## src/rtl/piso_serial_tx.sv

```systemverilog
// -----------------------------------------------------------------------------
// piso_serial_tx
//
// Parallel-in / serial-out transmitter. A WIDTH-bit word is captured on a load
// strobe while the block is idle and is then presented one bit per clock on
// sd, with sen marking every valid bit, so that a downstream chain of enabled
// D flip-flops (d <- sd, en <- sen) can capture it. A single-cycle done pulse
// follows the last bit, after which the block returns to idle.
//
// Parameters
//   WIDTH     : data word width in bits (must be >= 2)
//   MSB_FIRST : 1 = bit WIDTH-1 is sent first, 0 = bit 0 is sent first
//
// Optional build macro
//   PISO_PARITY_EN : when defined, one extra bit carrying even parity of the
//                    captured word (XOR of all data bits) follows the last
//                    data bit, still qualified by sen. When undefined no
//                    parity register or logic exists.
//
// Ports
//   clk     in   1      system clock, all logic on the rising edge
//   reset   in   1      synchronous, active-high reset
//   load    in   1      request to send data_in, honoured only while ready=1
//   data_in in   WIDTH  parallel word to transmit
//   ready   out  1      idle, a load will be accepted
//   busy    out  1      shifting or signalling done
//   sd      out  1      serial data bit towards the downstream d input
//   sen     out  1      bit-valid strobe towards the downstream en input
//   done    out  1      one-cycle pulse after the last bit was presented
// -----------------------------------------------------------------------------
module piso_serial_tx #(
  parameter int WIDTH     = 8,
  parameter bit MSB_FIRST = 1'b1
) (
  input  logic             clk,
  input  logic             reset,
  input  logic             load,
  input  logic [WIDTH-1:0] data_in,
  output logic             ready,
  output logic             busy,
  output logic             sd,
  output logic             sen,
  output logic             done
);

  // State encoding kept as plain constants so the block drops into older
  // flows that do not understand enumerated types.
  localparam logic [1:0] ST_IDLE  = 2'd0;
  localparam logic [1:0] ST_SHIFT = 2'd1;
  localparam logic [1:0] ST_DONE  = 2'd2;

  // Number of sen-qualified bits per word; the parity build appends one.
`ifdef PISO_PARITY_EN
  localparam int NBITS = WIDTH + 1;
`else
  localparam int NBITS = WIDTH;
`endif

  // The counter is sized for WIDTH+2 so that it can hold NBITS (its value
  // after the last shift) in either build without ever wrapping.
  localparam int              CNT_W    = $clog2(WIDTH + 2);
  localparam logic [CNT_W-1:0] LAST_CNT = CNT_W'(NBITS - 1);
  localparam logic [CNT_W-1:0] CNT_ONE  = CNT_W'(1);

  logic [1:0]       r_state;
  logic [WIDTH-1:0] r_shift;
  logic [CNT_W-1:0] r_count;

  logic             w_head;
  logic [WIDTH-1:0] w_shiftNext;
  logic             w_serialBit;
  logic             w_lastBit;

  // The head of the shift register is whichever end leaves first; each
  // shift moves the next bit into the head position and back-fills with 0,
  // so a partially sent word never re-emits stale data.
  generate
    if (MSB_FIRST) begin : gMsbFirst
      assign w_head      = r_shift[WIDTH-1];
      assign w_shiftNext = {r_shift[WIDTH-2:0], 1'b0};
    end else begin : gLsbFirst
      assign w_head      = r_shift[0];
      assign w_shiftNext = {1'b0, r_shift[WIDTH-1:1]};
    end
  endgenerate

  assign w_lastBit = (r_count == LAST_CNT);

`ifdef PISO_PARITY_EN
  logic r_parity;

  // Parity is computed from data_in at the moment of capture and held, so
  // the bit sent after the data does not depend on the (by then empty)
  // shift register.
  always_ff @(posedge clk) begin
    if (reset) begin
      r_parity <= 1'b0;
    end else if ((r_state == ST_IDLE) && load) begin
      r_parity <= ^data_in;
    end
  end

  // Once all WIDTH data bits have left, the counter equals WIDTH and the
  // serial line carries the held parity bit instead of the register head.
  assign w_serialBit = (r_count == CNT_W'(WIDTH)) ? r_parity : w_head;
`else
  assign w_serialBit = w_head;
`endif

  // Main sequencer. IDLE waits for a load and captures the word, SHIFT
  // advances one bit per clock until the last bit has been shown, DONE lasts
  // exactly one cycle. Reset takes priority over everything, including a
  // simultaneous load, and throws away any partial word without a done.
  always_ff @(posedge clk) begin
    if (reset) begin
      r_state <= ST_IDLE;
      r_shift <= '0;
      r_count <= '0;
    end else begin
      case (r_state)
        ST_IDLE: begin
          if (load) begin
            r_shift <= data_in;
            r_count <= '0;
            r_state <= ST_SHIFT;
          end
        end
        ST_SHIFT: begin
          r_shift <= w_shiftNext;
          r_count <= r_count + CNT_ONE;
          if (w_lastBit) begin
            r_state <= ST_DONE;
          end
        end
        ST_DONE: begin
          r_state <= ST_IDLE;
        end
        default: begin
          r_state <= ST_IDLE;
        end
      endcase
    end
  end

  // All outputs are decoded purely from registered state, so nothing on
  // load or data_in can reach them combinationally. sd is forced low
  // outside SHIFT so the line is quiet whenever sen is low.
  assign ready = (r_state == ST_IDLE);
  assign busy  = (r_state == ST_SHIFT) || (r_state == ST_DONE);
  assign sen   = (r_state == ST_SHIFT);
  assign done  = (r_state == ST_DONE);
  assign sd    = (r_state == ST_SHIFT) && w_serialBit;

endmodule

```

## config.mk

```make
export PLATFORM = sky130hd
export DESIGN_NAME = piso_serial_tx
export DESIGN_NICKNAME = d
export VERILOG_FILES = /design/src/rtl/piso_serial_tx.sv
export SDC_FILE = /design/constraint.sdc
export NUM_CORES = 1
export LEC_CHECK = 0
export BUFFER_PORTS_ARGS = -buffer_cell sky130_fd_sc_hd__buf_2
export CAP_MARGIN = 10
export CORE_MARGIN = 3
export CORE_UTILIZATION = 45
export DETAILED_ROUTE_END_ITERATION = 6
export PLACE_DENSITY = 0.77
export SLEW_MARGIN = 20
export SYNTH_ARGS = -nofsm -noshare
export SYNTH_HDL_FRONTEND = slang
export SYNTH_SLANG_ARGS = --single-unit
```

## constraint.sdc

```tcl
create_clock -name clk -period 1.81 [get_ports clk]
set_input_delay 0.181 -clock clk [delete_from_list [all_inputs] [get_ports clk]]
set_output_delay 0.181 -clock clk [all_outputs]
set_load 0.01 [all_outputs]
```

# Yosys cells after proc, flatten, opt, wreduce, memory -nomap -nowiden
# Index checks and enable logic that the tools add are counted.
# word_totals
output_inout_bits	5
latch_bits	0
ram_bits	0
n_memories	0
input_bits	11
wordCells	22
reg_bits	14
rom_bits	0
# classes
n_addsub	1
n_eq_ne	5
div_mod_pow	0
order_cmp	0
shifts	0
muxes	7
n_reduce_logical	6
mul	0
n_bitwise	0
# op_table
op	n
$pmux 8 s2	1
$mux 8	1
$pmux 4 s2	1
$add 4x1->4 const B	1
$eq 4x3->1 const B	1
$mux 2	2
$mux 4	1
$pmux 2 s2	1
$reduce_and 2->1	2
$eq 2x1->1 const B	1
$eq 2x2->1 const B	1
$logic_not 2->1	1
$ne 2x1->1 const B	1
$ne 2x2->1 const B	1
$reduce_bool 2->1	1
$logic_and 1x1->1	1
$logic_or 1x1->1	1

# Logic depth before layout (Yosys ltp)
# Gate-level depths: netlist (run 1).
# depth
ltp_word	3
ltp_mapped	7
depth_no_buf	5

# Worst setup path after synthesis (run 1)
# No wires, ideal clock.
# synth_path
path_kind	register -> register
from	register r_state[0]
to	register r_shift[6]
setup_slack_ns	0.256
t_arrival_ns	1.431
period_less_slack_ns	1.554
stages_incl_launch_ff	8
n_path_buf	2
cell_sequence	dfxtp_1 inv_1 ha_1 buf_6 mux2_4 buf_12 nor2_1 a211oi_2
# synth_via
elab_chain_cells	3
word_cells_on_any_way	6
cone_classes	2 x eq/ne; 1 x mux; 3 x reduce/logical
# synth_rtl
element	line_no	source
start, declared	65	logic [1:0] r_state;
start signal, assigned	116	r_state <= ST_IDLE;
start signal, assigned	125	r_state <= ST_SHIFT;
start signal, assigned	132	r_state <= ST_DONE;
$logic_not 2->1 (*)	-	
via ready	39	output logic ready,
$ne 2x2->1 (no line) / $reduce_bool 2->1 (equally long branches)	-	
$reduce_and 2->1 (no line)	-	
end signal, assigned	123	r_shift <= data_in;
end signal, assigned	129	r_shift <= w_shiftNext;
end, declared	66	logic [WIDTH-1:0] r_shift;
# The timed path passes the listed nets; every way through them passes the cells marked *.
# A chain may end at the register's enable or synchronous reset.

# Worst setup path after layout (run 1)
# layout_path
from	register r_state[1]
to	output port sd
# layout_via
elab_chain_cells	2
# layout_rtl
element	line_no	source
$eq 2x1->1	152	assign sd = (r_state == ST_SHIFT) && w_serialBit;
$logic_and 1x1->1	152	
end, declared	41	output logic sd,
# No other way between the ends.

==> results of run 1 <==
-- power groups by stage --
stage | logic [uW] | registers [uW] | clock network [uW]
2_1_floorplan | 243 | 370 | 0
6_report | 275 | 368 | 170
5_1_grt | 306 | 372 | 189
3_5_place_dp | 277 | 376 | 0
3_3_place_gp | 269 | 373 | 0
4_1_cts | 278 | 368 | 175
-- flip-flops by register name (all words and copies together) (netlist names) --
name,cells
r_state,2
r_count,4
r_shift,8
-- layout make-up --
class	instances	area [sq um]
inverters	3	11.3
flip-flops and latches	14	280
clock buffers	3	22.5
fillers	144	691
multi-input cells	60	479
repair buffers	18	97.6
well taps	24	30.0
-- path summary, 6_finish.rpt --
check | cells past startpoint | to | slack (ns)
hold / removal | 3 | r_shift[0] | 0.17
hold reg to reg | 2 | r_shift[0] | 0.46
setup reg to reg | 5 | r_count[3] | 0.27
setup / recovery | 5 | sd | 0.25
-- cells in the mapped netlist (all sizes together) --
cell	count
or2	1
a21bo	1
nor2b	2
a32oi	1
nand2b	3
nand3	1
a2111oi	1
o32a	1
dfxtp	14
clkbuf	1
nand3b	1
nor2	9
mux2i	10
and3	1
o21ai	1
o41ai	1
nand2	4
a211oi	8
nand4b	1
a21oi	5
inv	3
xnor2	1
buf	5
and2	1
mux2	1
ha	5
-- kinds of logic after synthesis --
kind of cell    Yosys count
simple gates             24
buf+inv                   9
compound gates           19
xor+xnor                  1
flops                    14
fa+ha+maj                 5
mux                      11
-- metal layers --
layer	track usage	wire length [microns]	vias up
met2	0.215	675	13
li1	-	-	326
met3	0.0275	47	4
met4	0.0569	21	0
met1	0.153	672	279
met5	0	0	-
-- per-stage QoR --
stage	utilization	setup slack, ns	cells
2_1_floorplan	-	0.256	83
3_3_place_gp	0.557	0.321	119
3_5_place_dp	0.557	0.283	119
4_1_cts	0.571	0.238	122
5_1_grt	0.571	0.151	122
6_report	0.571	0.248	122
-- worst max-delay path, stage by stage (launching register included) --
cell     delay, ns
dfxtp_1       0.35
inv_1         0.08
ha_1          0.23
buf_4         0.17
and2_1        0.14
buf_2         0.13
==> run_results.csv, run 1 <==
group,metric,value,unit
status,status,"finished clean",
synth,synth_seq_cells,14,
place,place.gp.congestion,0.653,
die,die_area,0.00238,sq mm
timing,period_needed,1.56,ns
die,ios,16,
grt,grt_pass1_vias,596,
power_and_ir_drop,power_switching,264,uW
timing,rsz0062_at_grt,"false",
finish,diodes,0,
place,place_area,898,sq um
power_and_ir_drop,vdd.ir_drop.worst,589,uV
routing,wirelength,1420,microns
synth,synthCells,83,
routing,dr.pass1.iters,3,
power_and_ir_drop,p_leak,0.000374,uW
synth,synth_top_area_share,0.340,
synth,yosys.area_share.simple,0.146,
cts,postCtsSetupBuffers,0,
finish,layout_commonest_cell,"buf_2",
hold_path,min_path_type,"input pin to register",
die,die_w,48.8,microns
timing,finalHoldViolCount,0,
die,start_util,0.511,
synth,postSynthAreaPerCell,9.92,sq um
timing,drv_slew,0,
grt,grt_use_total,0.127,
finish,syn_to_final_growth,11.9,%
die,num_rows,14,
worst_setup_path,timing.rr.start,"r_state[0]",
power_and_ir_drop,swShare,0.325,
timing,slew_headroom,0.780,
power_and_ir_drop,power_frac_comb,0.338,
routing,drc,0,
synth,synth_top_family_by_area,"compound AO/OA/AOI/OAI gates",
synth,synth_xor_area_frac,0.0106,
finish,nNetsFinal,116,
power_and_ir_drop,intPower,548,uW
synth,ys_seq_area_frac,0.340,
worst_setup_path,cp_data_arrival_time,1.38,ns
timing,setup_tns,0,ns
synth,synth_nets,99,
synth,synth.top_cells.by_area,"dfxtp_1, mux2i_1, a211oi_2",
worst_setup_path,startpoint,"r_state[1]",
routing,ant_nets,0,
grt,grt_pass1_wl,2430,microns
synth,synth_compound_area_frac,0.210,
synth,ys_types,30,
timing,hold_slack,0.171,ns
run,drv_cap,0,
routing,vias,622,
synth,ys_warn_count,0,
grt,gr-total-overflow,0,
synth,synthMuxAreaShare,0.140,
power_and_ir_drop,p_seq_frac,0.453,
worst_setup_path,required,1.63,ns
cts,clock_latency,0.27,ns
place,dp.final_hpwl,1100,microns
cts,cts_root_buffer,"clkbuf_4",
cts,numCtsBuffers,3,
power_and_ir_drop,clkPwrFrac,0.210,
worst_setup_path,cp_max_fo,6,
routing,via_per_inst,5.10,
cts,cts_tree,"done",
die,die_h,48.8,microns
power_and_ir_drop,power.total,813,uW
routing,drtIter0Drc,5,
cts,ctsResizeCount,0,
timing,worst_pin_slew,0.321,ns
synth,yosysTopAreaCell,"dfxtp_1",
synth,synthesis.area,823,sq um
power_and_ir_drop,powerDensity,883,mW/mm^2
place,io_buffer_count,15,
routing,wl_per_cell,11.6,microns
finish,final_area,921,sq um
timing,finalSetupViolCount,0,
die,core-area,0.00161,sq mm
timing,skew,0.000480,ns
worst_setup_path,start_kind,"register",
worst_setup_path,end_kind,"output pin",
grt,antenna_found_initial,0,
timing,finalCritPeriodShare,0.863,
grt,grt_max_degree,19,
timing,fmax,0.640,GHz
cts,cts.sinks,14,
hold_path,hold_path_startpoint,"data_in[0]",
cts,htreeDepth,1,
worst_setup_path,critPathKind,"register to output pin",
cts,clkTransAtPathRegs,0.08,ns
synth,synth-adder-area-share,0.0760,
cts,clockBufferDepth,2,
finish,drive_gt1_frac,0.327,
finish,final_cell_mix,"buf_2, dfxtp_1, mux2i_1",
cts,holdBufCountCts,0,
Power figures use the tool's default switching activity.
==> run 2, diff against run 1 <==
--- a/config.mk
+++ b/config.mk
@@ -5,8 +5,7 @@
 export SDC_FILE = /design/constraint.sdc
 export NUM_CORES = 1
 export LEC_CHECK = 0
-export BUFFER_PORTS_ARGS = -buffer_cell sky130_fd_sc_hd__buf_2
-export CAP_MARGIN = 10
+export BUFFER_PORTS_ARGS = -buffer_cell sky130_fd_sc_hd__clkbuf_2
 export CORE_MARGIN = 3
 export CORE_UTILIZATION = 45
 export DETAILED_ROUTE_END_ITERATION = 6
==> run 2 against run 1 <==
  * Design area grew 2.0%
  * Non-clock buffer count shrank 1
  * Critical endpoint unchanged
  * Largest power group unchanged
  * Clock skew grew 0.0043 ns
  * Total power grew 7.8%
  * Clock power grew 32%
==> run_results.csv, run 2 (synthesis results as in run 1) <==
group,metric,value,unit
grt,antenna_found_initial,0,
power_and_ir_drop,vdd.ir_drop.worst,473,uV
timing,slew_headroom,0.733,
finish,syn_to_final_growth,14.1,%
finish,largest_register_ffs,8,
status,status,"finished clean",
worst_setup_path,cp_max_fo,12,
timing,finalSetupViolCount,0,
routing,drtIter0Drc,7,
grt,grt_pass1_vias,609,
cts,cts.sinks,14,
place,dp.final_hpwl,1090,microns
worst_setup_path,required,1.63,ns
hold_path,hold_path_startpoint,"data_in[0]",
worst_setup_path,cp_top_family,"buffers and inverters",
timing,finalCritPeriodShare,0.934,
grt,grt_max_degree,19,
cts,numCtsBuffers,3,
routing,ant_nets,0,
timing,fmax,0.592,GHz
finish,fill_cells,159,
die,ios,16,
power_and_ir_drop,power.total,876,uW
worst_setup_path,critPathKind,"register to output pin",
routing,vias,623,
cts,holdBufCountCts,0,
finish,multi_input_area,479,sq um
finish,reg_top3,"r_shift (8), r_count (4), r_state (2)",
routing,drc,0,
grt,grt_pass1_wl,2560,microns
power_and_ir_drop,p_leak,0.000379,uW
cts,postCtsSetupBuffers,0,
finish,layout_commonest_cell,"clkbuf_2",
place,place.gp.congestion,0.667,
worst_setup_path,start_kind,"register",
cts,clockBufferDepth,2,
power_and_ir_drop,powerDensity,932,mW/mm^2
finish,regArea,280,sq um
worst_setup_path,timing.rr.start,"r_state[1]",
die,start_util,0.511,
cts,clock_latency,0.27,ns
timing,drv_slew,0,
place,place_area,903,sq um
timing,setup_tns,0,ns
grt,gr-total-overflow,0,
worst_setup_path,end_kind,"output pin",
die,die_w,48.8,microns
timing,rsz0062_at_grt,"false",
die,die_h,48.8,microns
worst_setup_path,crit_buf_inv,3,
routing,wl_per_cell,11.9,microns
finish,final_cell_mix,"clkbuf_2, dfxtp_1, mux2i_1",
timing,period_needed,1.69,ns
place,placedCellCount,118,
run,drv_cap,0,
cts,cts_root_buffer,"clkbuf_4",
worst_setup_path,cpMaxStageDelayCell,"ha_1",
die,die_area,0.00238,sq mm
worst_setup_path,cp_slowest_stage_delay,0.36,ns
finish,nNetsFinal,115,
cts,htreeDepth,1,
worst_setup_path,cp_data_arrival_time,1.51,ns
finish,final_cells,122,
cts,clkTransAtPathRegs,0.09,ns
routing,dr.pass1.iters,2,
timing,finalHoldViolCount,0,
die,num_rows,14,
cts,cts_tree,"done",
timing,worst_pin_slew,0.400,ns
place,io_buffer_count,15,
routing,via_per_inst,5.11,
cts,ctsResizeCount,0,
timing,skew,0.00479,ns
finish,diodes,0,
die,core-area,0.00161,sq mm
hold_path,min_path_type,"input pin to register",
routing,wirelength,1450,microns
finish,final_area,940,sq um
worst_setup_path,startpoint,"r_state[1]",
finish,largest-register,"r_shift",
grt,grt_use_total,0.131,
finish,drive_gt1_frac,0.327,
worst_setup_path,worstPathCellList,"inv_1 > ha_1 > buf_12 > and2_1 > clkbuf_2",
==> run 2: changes by cell type in the layout (fill, tap and decap cells not counted) <==
| cell | previous run | this run |
|---|---|---|
| buf_12 | 0 | 1 |
| buf_2 | 15 | 0 |
| buf_4 | 3 | 1 |
| clkbuf_2 | 0 | 15 |
| clkbuf_8 | 0 | 1 |
==> run 2: final cells by class <==
cell class / instances / share of cell area
Timing Repair Buffer: 17 / 0.109
Sequential cell: 14 / 0.298
Multi-Input combinational cell: 60 / 0.510
Inverter: 3 / 0.0120
Clock buffer: 4 / 0.0386
Tap cell: 24 / 0.0320
==> run 2: tightest hold or removal path, stage by stage <==
cell      delay [ns]
clkbuf_2        0.08
nand3_1         0.08
a21oi_1         0.07
==> run 2: per-layer routing <==
layer | GRT usage | vias to the layer above | wire, microns
met2 | 0.222 | 7 | 723
met3 | 0.0183 | 2 | 40
met4 | 0.0474 | 0 | 9
li1 | - | 329 | -
met1 | 0.169 | 285 | 680
met5 | 0 | - | 0
==> run 2: final timing paths <==
check	endpoint	slack (ns)	depth (start not counted)
max reg2reg	r_count[3]	0.21	5
max	sd	0.12	5
min	r_shift[0]	0.18	3
min reg2reg	r_shift[0]	0.48	2
==> run 2: report_power, final <==
group          switching (uW)  internal, uW  leakage, uW
registers                22.5           346     0.000115
clock network             102           122    0.0000210
logic                     153           131     0.000243
total                     277           599     0.000379
==> run 2: metrics by stage <==
stage,setup slack (ns),utilization,hold WS [ns]
floorplan,0.256,-,0.345
global placement,0.322,0.561,0.443
detailed placement,0.226,0.561,0.478
CTS,0.116,0.583,0.180
global route,0.0158,0.583,0.190
finish,0.120,0.583,0.183
==> run 3, diff against run 2 <==
--- a/config.mk
+++ b/config.mk
@@ -9,7 +9,7 @@
 export CORE_MARGIN = 3
 export CORE_UTILIZATION = 45
 export DETAILED_ROUTE_END_ITERATION = 6
-export PLACE_DENSITY = 0.77
+export PLACE_DENSITY = 0.67
 export SLEW_MARGIN = 20
 export SYNTH_ARGS = -nofsm -noshare
 export SYNTH_HDL_FRONTEND = slang
==> run 3 against run 2 <==
  * Core utilization down 0.78 points
  * Critical path depth unchanged
  * Non-clock buffer count unchanged
  * Clock-buffer cell count unchanged
  * Global-route usage down 0.59 points
  * Design area down 1.3%
  * Clock power about the same
  * Largest power group unchanged
  * Highest routed layer unchanged
==> run_results.csv, run 3 (synthesis results as in run 1) <==
group,metric,value,unit
status,status,"finished clean",
die,die_w,48.8,microns
power_and_ir_drop,power_frac_comb,0.314,
power_and_ir_drop,powerDensity,934,mW/mm^2
worst_setup_path,cpMaxStageDelayCell,"dfxtp_1",
finish,nNetsFinal,115,
timing,worst_pin_slew,0.402,ns
timing,finalHoldViolCount,0,
finish,layout_commonest_cell,"clkbuf_2",
power_and_ir_drop,power_switching,276,uW
worst_setup_path,path_depth,5,
cts,cts_tree,"done",
grt,grt_max_degree,19,
worst_setup_path,critPathKind,"register to output pin",
grt,busiest_layer,"met2",
grt,grt_pass1_vias,569,
cts,cts_root_buffer,"clkbuf_4",
finish,reg_top3,"r_shift (8), r_count (4), r_state (2)",
cts,ctsResizeCount,0,
hold_path,min_path_type,"input pin to register",
timing,finalCritPeriodShare,0.920,
place,place.gp.congestion,0.717,
grt,grt_use_total,0.125,
routing,via_per_inst,4.93,
timing,finalSetupViolCount,0,
worst_setup_path,r2r_setup_slack,0.22,ns
worst_setup_path,cp_top_family,"buffers and inverters",
finish,final_cell_mix,"clkbuf_2, dfxtp_1, mux2i_1",
cts,cts.sinks,14,
worst_setup_path,timing.rr.start,"r_state[0]",
worst_setup_path,required,1.63,ns
die,ios,16,
cts,clockBufferDepth,2,
die,num_rows,14,
worst_setup_path,crit_buf_inv,3,
grt,grtUsageMet1,0.167,
power_and_ir_drop,intPower,590,uW
power_and_ir_drop,vdd.ir_drop.worst,585,uV
worst_setup_path,worstReg2RegEnd,"r_count[3]",
worst_setup_path,worstPathCellList,"inv_1 > ha_1 > buf_4 > and2_1 > clkbuf_2",
finish,syn_to_final_growth,12.6,%
cts,clkTransAtPathRegs,0.08,ns
finish,drive_gt1_frac,0.327,
finish,largest-register,"r_shift",
timing,skew,0.00373,ns
worst_setup_path,cp_data_arrival_time,1.48,ns
power_and_ir_drop,clkPwrFrac,0.261,
hold_path,hold_end,"r_shift[0]",
timing,rsz0062_at_grt,"false",
power_and_ir_drop,swShare,0.319,
grt,grt_use_met2,0.204,
place,dp.final_hpwl,1050,microns
die,die_area,0.00238,sq mm
routing,wl_per_cell,11.9,microns
grt,grt_util_met3,0.0214,
timing,period_needed,1.66,ns
die,die_h,48.8,microns
worst_setup_path,start_kind,"register",
place,io_buffer_count,15,
die,core-area,0.00161,sq mm
timing,fmax,0.601,GHz
cts,postCtsSetupBuffers,0,
die,start_util,0.511,
grt,grt_pass1_wl,2450,microns
worst_setup_path,cp_max_fo,8,
routing,vias,601,
power_and_ir_drop,p_leak,0.000376,uW
timing,setup_tns,0,ns
routing,dr.pass1.iters,4,
run,drv_cap,0,
timing,slew_headroom,0.732,
grt,antenna_found_initial,0,
cts,holdBufCountCts,0,
worst_setup_path,end_kind,"output pin",
finish,diodes,0,
routing,drc,0,
worst_setup_path,cp_slowest_stage_delay,0.33,ns
power_and_ir_drop,p_seq_frac,0.425,
cts,htreeDepth,1,
finish,post-route-util,0.575,
timing,drv_slew,0,
routing,drtIter0Drc,5,
routing,ant_nets,0,
hold_path,hold_depth,3,
grt,gr-total-overflow,0,
cts,numCtsBuffers,3,
worst_setup_path,reg2reg_depth,5,
hold_path,hold_path_startpoint,"data_in[0]",
routing,wirelength,1450,microns
finish,largest_register_ffs,8,
cts,clock_latency,0.28,ns
-- run 3: cell counts in the layout (fill, tap and decap cells not counted) --
No cell type changed its count.
-- run 3: worst max path at each step --
stage / endpoint / start / slack (ns)
2_1_floorplan: r_shift[6] / r_state[0] / 0.26
3_3_place_gp: r_count[3] / r_state[0] / 0.32
3_5_place_dp: r_count[3] / r_state[0] / 0.26
4_1_cts: sd / r_state[1] / 0.15
5_1_grt: sd / r_state[1] / 0.04
6_report: sd / r_state[1] / 0.15
-- run 3: metal layers --
metal	up-vias	share of wire
met4	0	0.0089
met3	2	0.032
li1	324	-
met1	265	0.51
met5	-	0
met2	10	0.45
-- run 3: worst register-to-register path: stages, from the launching register on --
cell	delay, ns
dfxtp_1	0.34
inv_1	0.11
ha_1	0.34
mux2_4	0.44
o32a_2	0.20
o41ai_1	0.06
-- run 3: cell type report --
type	count	area, sq um
Clock buffer	4	36.3
Fill cell	156	684
Inverter	3	11.3
Multi-Input combinational cell	60	479
Timing Repair Buffer	17	90.1
Tap cell	24	30.0
Sequential cell	14	280
-- run 3: power groups by stage --
stage	Clock [uW]	Combinational (uW)	Sequential [uW]
after floorplan	0	243	370
after global placement	0	268	374
after detailed placement	0	272	375
after CTS	229	274	368
after global routing	242	300	372
final	226	272	368
-- run 3: through the flow --
| stage | power, uW | hold WS [ns] | worst slack, ns | cells | area, sq um |
|---|---|---|---|---|---|
| after global routing | 914 | 0.149 | 0.0422 | 122 | 927 |
| after CTS | 871 | 0.153 | 0.151 | 122 | 927 |
| final | 866 | 0.149 | 0.145 | 122 | 927 |
| after detailed placement | 647 | 0.449 | 0.260 | 118 | 891 |
| after floorplan | 613 | 0.345 | 0.256 | 83 | 823 |
| after global placement | 642 | 0.448 | 0.316 | 118 | 891 |
